## config.mk

```make
export PLATFORM = sky130hd
export DESIGN_NAME = trg_frame_tx
export DESIGN_NICKNAME = d
export VERILOG_FILES = /design/src/rtl/trg_frame_tx.sv
export SDC_FILE = /design/constraint.sdc
export NUM_CORES = 1
export LEC_CHECK = 0
export BUFFER_PORTS_ARGS = -buffer_cell sky130_fd_sc_hd__buf_2
export CORE_UTILIZATION = 59
export CTS_CLUSTER_DIAMETER = 30
export DETAILED_ROUTE_END_ITERATION = 12
export PLACE_DENSITY_LB_ADDON = 0.05
export SLEW_MARGIN = 5
export SYNTH_ARGS = -nofsm -noshare
export SYNTH_HDL_FRONTEND = slang
export SYNTH_SLANG_ARGS = --single-unit
```

## constraint.sdc

```tcl
create_clock -name TRG_CLK80 -period 4.2 [get_ports TRG_CLK80]
set_clock_uncertainty 0.15 [all_clocks]
set_input_delay 0.63 -clock TRG_CLK80 [delete_from_list [all_inputs] [get_ports TRG_CLK80]]
set_output_delay 0.63 -clock TRG_CLK80 [all_outputs]
set_load 0.01 [all_outputs]
```

## src/rtl/trg_frame_tx.sv

```systemverilog
// Trigger fiber TX framer: packs NWORDS*4-2 payload bytes plus a K-char separator into 32-bit GTX words.
// Payload source is DIN, PRBS-31, a counting pattern or idle; a sync burst of idle words follows reset.
module trg_frame_tx #(
  parameter int          NWORDS      = 2,
  parameter int          MARK_PERIOD = 256,
  parameter int          IDLE_CYCLES = 16,
  parameter logic [30:0] PRBS_SEED   = 31'h7FFFFFFF
) (
  input  logic                   TRG_CLK80,
  input  logic                   TRG_RST,
  input  logic [1:0]             MODE,
  input  logic [32*NWORDS-17:0]  DIN,
  output logic                   DIN_RD,
  input  logic                   INJ_ERR,
  output logic [31:0]            TX_DATA,
  output logic [3:0]             TX_ISK,
  output logic                   TX_ACTIVE,
  output logic                   LTNCY_TRIG,
  output logic [31:0]            FRM_CNT,
  output logic [15:0]            INJ_CNT
);

  localparam int PB = 32*NWORDS - 16;
  localparam int IW = $clog2(NWORDS);
  localparam int CW = $clog2(IDLE_CYCLES + 1);
  localparam int MW = $clog2(MARK_PERIOD);
  localparam logic [IW-1:0] LAST_IDX  = IW'(NWORDS - 1);
  localparam logic [CW-1:0] LAST_IDLE = CW'(IDLE_CYCLES - 1);
  localparam logic [31:0]   IDLE_WORD = 32'h50BC50BC;
  localparam logic [3:0]    IDLE_ISK  = 4'b0101;

  typedef enum logic {SYNC, RUN} state_t;

  state_t         state;
  logic [IW-1:0]  idx;
  logic [CW-1:0]  idle_cnt;
  logic [30:0]    lfsr;
  logic [PB-1:0]  pay;
  logic [1:0]     mode_q;
  logic           inj_q;
  logic           pend;

  logic           capture;
  logic           inj_rise;
  logic           do_inj;
  logic           marker;
  logic [30:0]    lfsr_next;
  logic [PB-1:0]  prbs_bits;
  logic [PB-1:0]  p_next;
  logic [31:0]    mid_word;

  assign capture  = (state == SYNC) ? (idle_cnt == LAST_IDLE) : (idx == LAST_IDX);
  assign DIN_RD   = capture;
  assign inj_rise = INJ_ERR & ~inj_q;
  assign do_inj   = (state == RUN) && (MODE != 2'd3) && (pend || inj_rise);
  assign marker   = (FRM_CNT[MW-1:0] == '0);

  // Fibonacci PRBS-31: each step emits s[30]^s[27] and shifts it in at bit 0.
  // The LFSR continues only if the previous frame was PRBS; otherwise it restarts from the seed.
  always_comb begin
    // NOTE: every always_comb output gets a default first so no latch can be inferred.
    lfsr_next = (mode_q == 2'd1) ? lfsr : PRBS_SEED;
    prbs_bits = '0;
    for (int i = 0; i < PB; i++) begin
      prbs_bits[i] = lfsr_next[30] ^ lfsr_next[27];
      lfsr_next    = {lfsr_next[29:0], prbs_bits[i]};
    end
  end

  always_comb begin
    p_next = '0;
    case (MODE)
      2'd0: p_next = DIN;
      2'd1: p_next = prbs_bits;
      2'd2: for (int i = 0; i < PB/8; i++) p_next[8*i +: 8] = FRM_CNT[7:0] + 8'(i);
      default: p_next = '0;
    endcase
    if (do_inj) p_next[0] = ~p_next[0];
  end

  // Word k (k>=1) of the frame held in pay; idx is the word currently on TX_DATA.
  always_comb begin
    mid_word = '0;
    for (int k = 1; k < NWORDS; k++)
      if (idx == IW'(k - 1)) mid_word = pay[32*k-16 +: 32];
  end

  always_ff @(posedge TRG_CLK80) begin
    if (TRG_RST) begin
      state      <= SYNC;
      idx        <= '0;
      idle_cnt   <= '0;
      lfsr       <= PRBS_SEED;
      pay        <= '0;
      mode_q     <= 2'd0;
      inj_q      <= 1'b0;
      pend       <= 1'b0;
      TX_DATA    <= IDLE_WORD;
      TX_ISK     <= IDLE_ISK;
      TX_ACTIVE  <= 1'b0;
      LTNCY_TRIG <= 1'b0;
      FRM_CNT    <= '0;
      INJ_CNT    <= '0;
    end else begin
      // NOTE: state registers use non-blocking assignments so every read sees pre-edge values.
      inj_q      <= INJ_ERR;
      LTNCY_TRIG <= 1'b0;
      if (capture) begin
        state     <= RUN;
        TX_ACTIVE <= 1'b1;
        idx       <= '0;
        pay       <= p_next;
        mode_q    <= MODE;
        pend      <= 1'b0;
        FRM_CNT   <= FRM_CNT + 32'd1;
        if (MODE == 2'd1) lfsr <= lfsr_next;
        if (do_inj && INJ_CNT != 16'hFFFF) INJ_CNT <= INJ_CNT + 16'd1;
        if (MODE == 2'd3) begin
          TX_DATA <= IDLE_WORD;
          TX_ISK  <= IDLE_ISK;
        end else begin
          TX_DATA    <= {p_next[15:0], marker ? 16'h50FC : 16'h50BC};
          TX_ISK     <= 4'b0001;
          LTNCY_TRIG <= marker;
        end
      end else if (state == SYNC) begin
        idle_cnt <= idle_cnt + 1'b1;
        pend     <= 1'b0;
        TX_DATA  <= IDLE_WORD;
        TX_ISK   <= IDLE_ISK;
      end else begin
        idx  <= idx + 1'b1;
        pend <= pend | inj_rise;
        if (mode_q == 2'd3) begin
          TX_DATA <= IDLE_WORD;
          TX_ISK  <= IDLE_ISK;
        end else begin
          TX_DATA <= mid_word;
          TX_ISK  <= 4'b0000;
        end
      end
    end
  end

endmodule
```

# --- Word-level counts from Yosys, hierarchy flattened ---
# Cells that the tools add are included.
word_totals:
  mem_count: 0
  regBits: 175
  wordCells: 110
  in_bits: 53
  mem_bits_ro: 0
  out_inout_bits: 87
  ramBits: 0
  latchBits: 0
classes:
  bitwise: 54
  n_mul: 0
  mux: 14
  eq_ne: 8
  n_shift: 0
  div_mod_pow: 0
  n_lt_le_gt_ge: 0
  addsub: 9
  reduce_logical: 12
ops:
  columns: ["cell", "n"]
  rows:
  - ["two-way mux 32 bit", 5]
  - ["one-hot mux 48 bit (3 select lines)", 1]
  - ["bitwise XOR 1 bit", 48]
  - ["adder 32 x 1 -> 32 bit (second input constant)", 1]
  - ["two-way mux 31 bit", 1]
  - ["adder 16 x 1 -> 16 bit (second input constant)", 1]
  - ["adder 8 x 2 -> 8 bit (second input constant)", 2]
  - ["adder 8 x 3 -> 8 bit (second input constant)", 2]
  - ["!= test 16 bit (second input constant)", 1]
  - ["two-way mux 3 bit", 3]
  - ["adder 8 x 1 -> 8 bit (second input constant)", 1]
  - ["zero test 8 bit", 1]
  - ["two-way mux 7 bit", 1]
  - ["equality test 2 bit (second input constant)", 3]
  - ["AND reduction 2 bit", 3]
  - ["OR reduction 3 bit", 2]
  - ["adder 5 x 1 -> 5 bit (second input constant)", 1]
  - ["equality test 5 x 4 -> 1 bit (second input constant)", 1]
  - ["equality test 2 x 1 -> 1 bit (second input constant)", 2]
  - ["two-way mux 4 bit", 1]
  - ["NOT 1 bit", 4]
  - ["logical AND 1 bit", 3]
  - ["zero test 2 bit", 1]
  - ["two-way mux 1 bit", 2]
  - ["6 further kinds", 6]

# --- Logic depth before layout (Yosys ltp) ---
depth:
  ltp_word: 9
  depth_mapped: 9
  ltp_nobuf: 8

# --- Least setup slack after synthesis ---
# Ideal clock, no wire load.
synth_path:
  path_type: "reg-to-output"
  from: "register idle_cnt[0]"
  to: "output DIN_RD"
  stages_incl_launch_ff: 8
  path_buffers: 2
  t_required_ns: 3.420
  arrival_ns: 1.769
  slack_ns: 1.651
  cell_sequence: "dfxtp_1 > ha_1 > and3_1 > ha_1 > mux2i_2 > clkinv_1 > clkbuf_1 > clkbuf_1"
synth_via:
  elab_chain_cells: 2
synth_rtl:
  columns: ["item", "line", "rtl"]
  rows:
  - ["start, declared", "36", "logic [CW-1:0] idle_cnt;"]
  - ["start signal, assigned", "127", "idle_cnt <= idle_cnt + 1'b1;"]
  - ["equality test 5 x 4 -> 1 bit", "52", "assign capture = (state == SYNC) ? (idle_cnt == LAST_IDLE) : (idx == LAST_IDX);"]
  - ["two-way mux 1 bit", "52", null]
  - ["end, declared", "13", "output logic DIN_RD,"]
# Every way passes these cells.

# --- Worst setup path in the final report ---
layout_path:
  from: "register FRM_CNT[2]"
  to: "register FRM_CNT[31]"
layout_via:
  elab_chain_cells: 1
layout_rtl:
  columns: ["item", "line", "rtl"]
  rows:
  - ["start, declared", "19", "output logic [31:0] FRM_CNT,"]
  - ["start signal, assigned", "115", "FRM_CNT <= FRM_CNT + 32'd1;"]
  - ["adder 32 x 1 -> 32 bit", "115", null]
# Every way passes these cells.
# A chain may end at the register's enable or synchronous reset.

==> flow_metrics.py <==
metrics = {
    "pwr": {
        "power.density_nw_per_um2": 355,
        "leakagePower_uw": 0.00360,
        "p_total_uw": 3270,
        "vdd_ir_drop_max_mv": 0.255,
    },
    "logic_synthesis": {
        "yosysMostFrequentCell": "dfxtp_1",
        "ys_ff_latch": 157,
        "netlist_area_sq_um": 7890,
        "synthTopCellsByArea": "dfxtp_1 (40%), xor2_1 (4.8%), xnor2_1 (4.3%), nand2_1 (4.2%), nand3_1 (3.5%)",
        "ys_async_sr_fraction": 0,
        "synth_top_area_frac": 0.399,
        "synth_ff_type": "dfxtp_1",
        "syn_inst": 932,
        "synth.distinct_cells": 58,
        "synth_edf_count": 0,
        "ys_seq_area_frac": 0.399,
        "synth_top_area_cell": "dfxtp_1",
        "ys_warn_count": 0,
        "ys_top_cells_by_count": "dfxtp_1 (157), nand2_1 (88), clkbuf_1 (64), nand3_1 (55), a21oi_1 (53)",
        "syn_avg_cell_area_sq_um": 8.46,
    },
    "placement": {
        "io_buffer_count": 137,
        "dpl.hpwl_um": 15700,
        "place_area_sq_um": 8560,
        "place.gp.congestion": 0.960,
    },
    "sta": {
        "timing.final.crit_share": 0.698,
        "worstMarginPinSlew_ns": 0.893,
        "setup_viol": 0,
        "finalHoldViolations": 0,
        "final-max-slew-violation-count": 0,
        "max_freq_ghz": 0.341,
        "rsz0062_at_grt": "false",
        "final.min_clock_period_ns": 2.93,
        "finalSetupTns_ns": 0,
        "maxSlewHeadroom": 0.404,
    },
    "detailed_routing": {
        "wl_per_cell_um": 19.0,
        "first_pass_iters": 5,
        "drc": 0,
        "drt-vias-per-instance": 6.20,
        "wl_met3_um": 1990,
        "drt.antenna.violating_nets": 0,
        "wl_met1_um": 9550,
        "route.met2.wl_um": 10100,
        "first_iter_violations": 862,
        "wirelength_um": 22800,
        "top_layer_used": "met4",
        "vias": 7434,
    },
    "global_routing": {
        "grt-ovfl-total": 0,
        "grt_usage": 0.333,
        "grt_max_degree": 66,
        "grt_first_pass_wirelength_um": 36000,
        "antenna_found_initial": 1,
        "grt_pass1_vias": 6685,
    },
    "clock_network": {
        "hold_buffers": 0,
        "post_cts_resized": 0,
        "clk_latency_ns": 0.42,
        "cts_tree": "built",
        "clock-root-buffer": "clkbuf_16",
        "cts_setup_buffers": 0,
        "h-tree-depth": 4,
        "cts_buffers": 17,
        "clock_path_buffers": 2,
        "clock_sinks": 157,
        "clk_pin_slew_ns": 0.06,
    },
    "cells_and_area": {
        "fin_area_sq_um": 9190,
        "syn_to_final_growth_pct": 16.6,
        "antennaDiodeCount": 0,
        "fin_util": 0.717,
        "drive_gt1_frac": 0.194,
        "num-fill-cells": 1033,
        "nets": 1080,
    },
    "worst_setup_path": {
        "worstSetupStartpointType": "register",
        "critPathArrivalTime_ns": 3.13,
        "r2r_start": "FRM_CNT[2]",
        "r2r_end": "FRM_CNT[31]",
        "path_class": "reg2reg",
        "reg2reg_depth": 5,
        "setup.worst_path.start": "FRM_CNT[2]",
        "crit_slowest_cell": "or4_1",
        "cp_common_cell": "or4_1",
        "cpPeakStageDelay_ns": 0.80,
        "cp_max_fo": 17,
        "required_ns": 4.40,
        "crit_end": "FRM_CNT[31]",
        "regToRegSetupSlack_ns": 1.27,
        "worstPathCellList": "ha_1 -> nand4_1 -> or4_1 -> or4_1 -> a21oi_1",
        "worstSetupEndpointType": "register",
    },
    "die": {
        "die_x_um": 118,
        "std_cell_rows": 41,
        "die_area_sq_um": 13800,
        "start_util": 0.615,
        "die_h_um": 118,
        "core_sq_um": 12800,
        "ioPinCount": 140,
    },
    "worst_hold_path": {
        "hp-class": "in2reg",
    },
    "status": {
        "status": "finished clean",
    },
    "run": {
        "drv_cap": 0,
    },
}
-- logic make-up (layout without fill, tap and decap cells) --
| logic type | Yosys count | count (layout) | share of synthesized area |
|---|---|---|---|
| flops | 157 | 157 | 0.399 |
| fa+ha+maj | 12 | 12 | 0.0190 |
| compound gates | 221 | 221 | 0.192 |
| other cells | 1 | 2 | 0.000476 |
| mux | 13 | 13 | 0.0186 |
| simple gates | 336 | 336 | 0.218 |
| xor+xnor | 85 | 85 | 0.0998 |
| buf+inv | 107 | 202 | 0.0538 |
-- per-layer routing --
| metal | GRT usage | vias up |
|---|---|---|
| li1 | - | 3527 |
| met1 | 0.438 | 3442 |
| met2 | 0.501 | 403 |
| met3 | 0.0688 | 62 |
| met4 | 0.200 | 0 |
| met5 | 0 | - |
-- worst max-delay path, delay by kind of cell, from the launching register on --
family / cells / cell delay [ns]
and+or+nand+nor: 3 / 1.59
DFF: 1 / 0.58
adders and majority gates: 1 / 0.38
AOI/OAI and AO/OA: 1 / 0.15
-- metrics by stage --
stage                     cells  setup slack [ns]  hold slack (ns)
after global routing       1200              1.14            0.310
after CTS                  1200              1.31            0.280
after detailed placement   1168              1.34            0.285
final                      1200              1.27            0.294
after global placement     1168              1.40            0.279
after floorplan             933              1.65            0.261
-- layout by cell type, fill, tap and decap left out, types with 12 or more instances in the layout --
cell and count:
a21oi_1 53, a221o_1 12, a22oi_1 16, buf_2 137, buf_4 14, clkbuf_16 17, dfxtp_1 157, ha_1 12
inv_1 16, nand2_1 88, nand2b_1 13, nand3_1 55, nand4_1 16, nor2_1 52, nor2b_1 19, nor3_1 19
o21ai_0 42, o311ai_0 17, o31ai_1 19, or4_1 17, xnor2_1 39, xor2_1 43
-- registers in the layout, indices dropped and copies added, names as in the netlist, 2 cells and up --
name / flops
FRM_CNT: 32
lfsr: 31
TX_DATA: 32
pay: 32
INJ_CNT: 16
mode_q: 2
TX_ISK: 2
idle_cnt: 5
-- layout make-up --
type / instances / area [sq um] / share of cell area
multi-input cells: 669 / 4340 / 0.472
flip-flops and latches: 157 / 3140 / 0.342
repair buffers: 151 / 791 / 0.0860
clock buffers: 19 / 443 / 0.0482
well taps: 172 / 215 / 0.0234
clock inverters: 13 / 191 / 0.0208
inverters: 19 / 71.3 / 0.00776
-- where the power goes --
part | internal (uW) | total, uW | switching (uW)
combinational | 42.3 | 130 | 87.3
sequential | 1490 | 1490 | 2.12
clock | 1010 | 1640 | 629
total | 2550 | 3270 | 719
-- how the worst min path moves through the flow --
stage,cells after the start,start,to
5_1_grt,2,INJ_ERR,inj_q
2_1_floorplan,1,pay[18],TX_DATA[2]
4_1_cts,2,INJ_ERR,inj_q
3_3_place_gp,1,pay[20],TX_DATA[4]
6_report,2,INJ_ERR,inj_q
3_5_place_dp,1,pay[21],TX_DATA[5]
(Power assumes the default switching activity.)
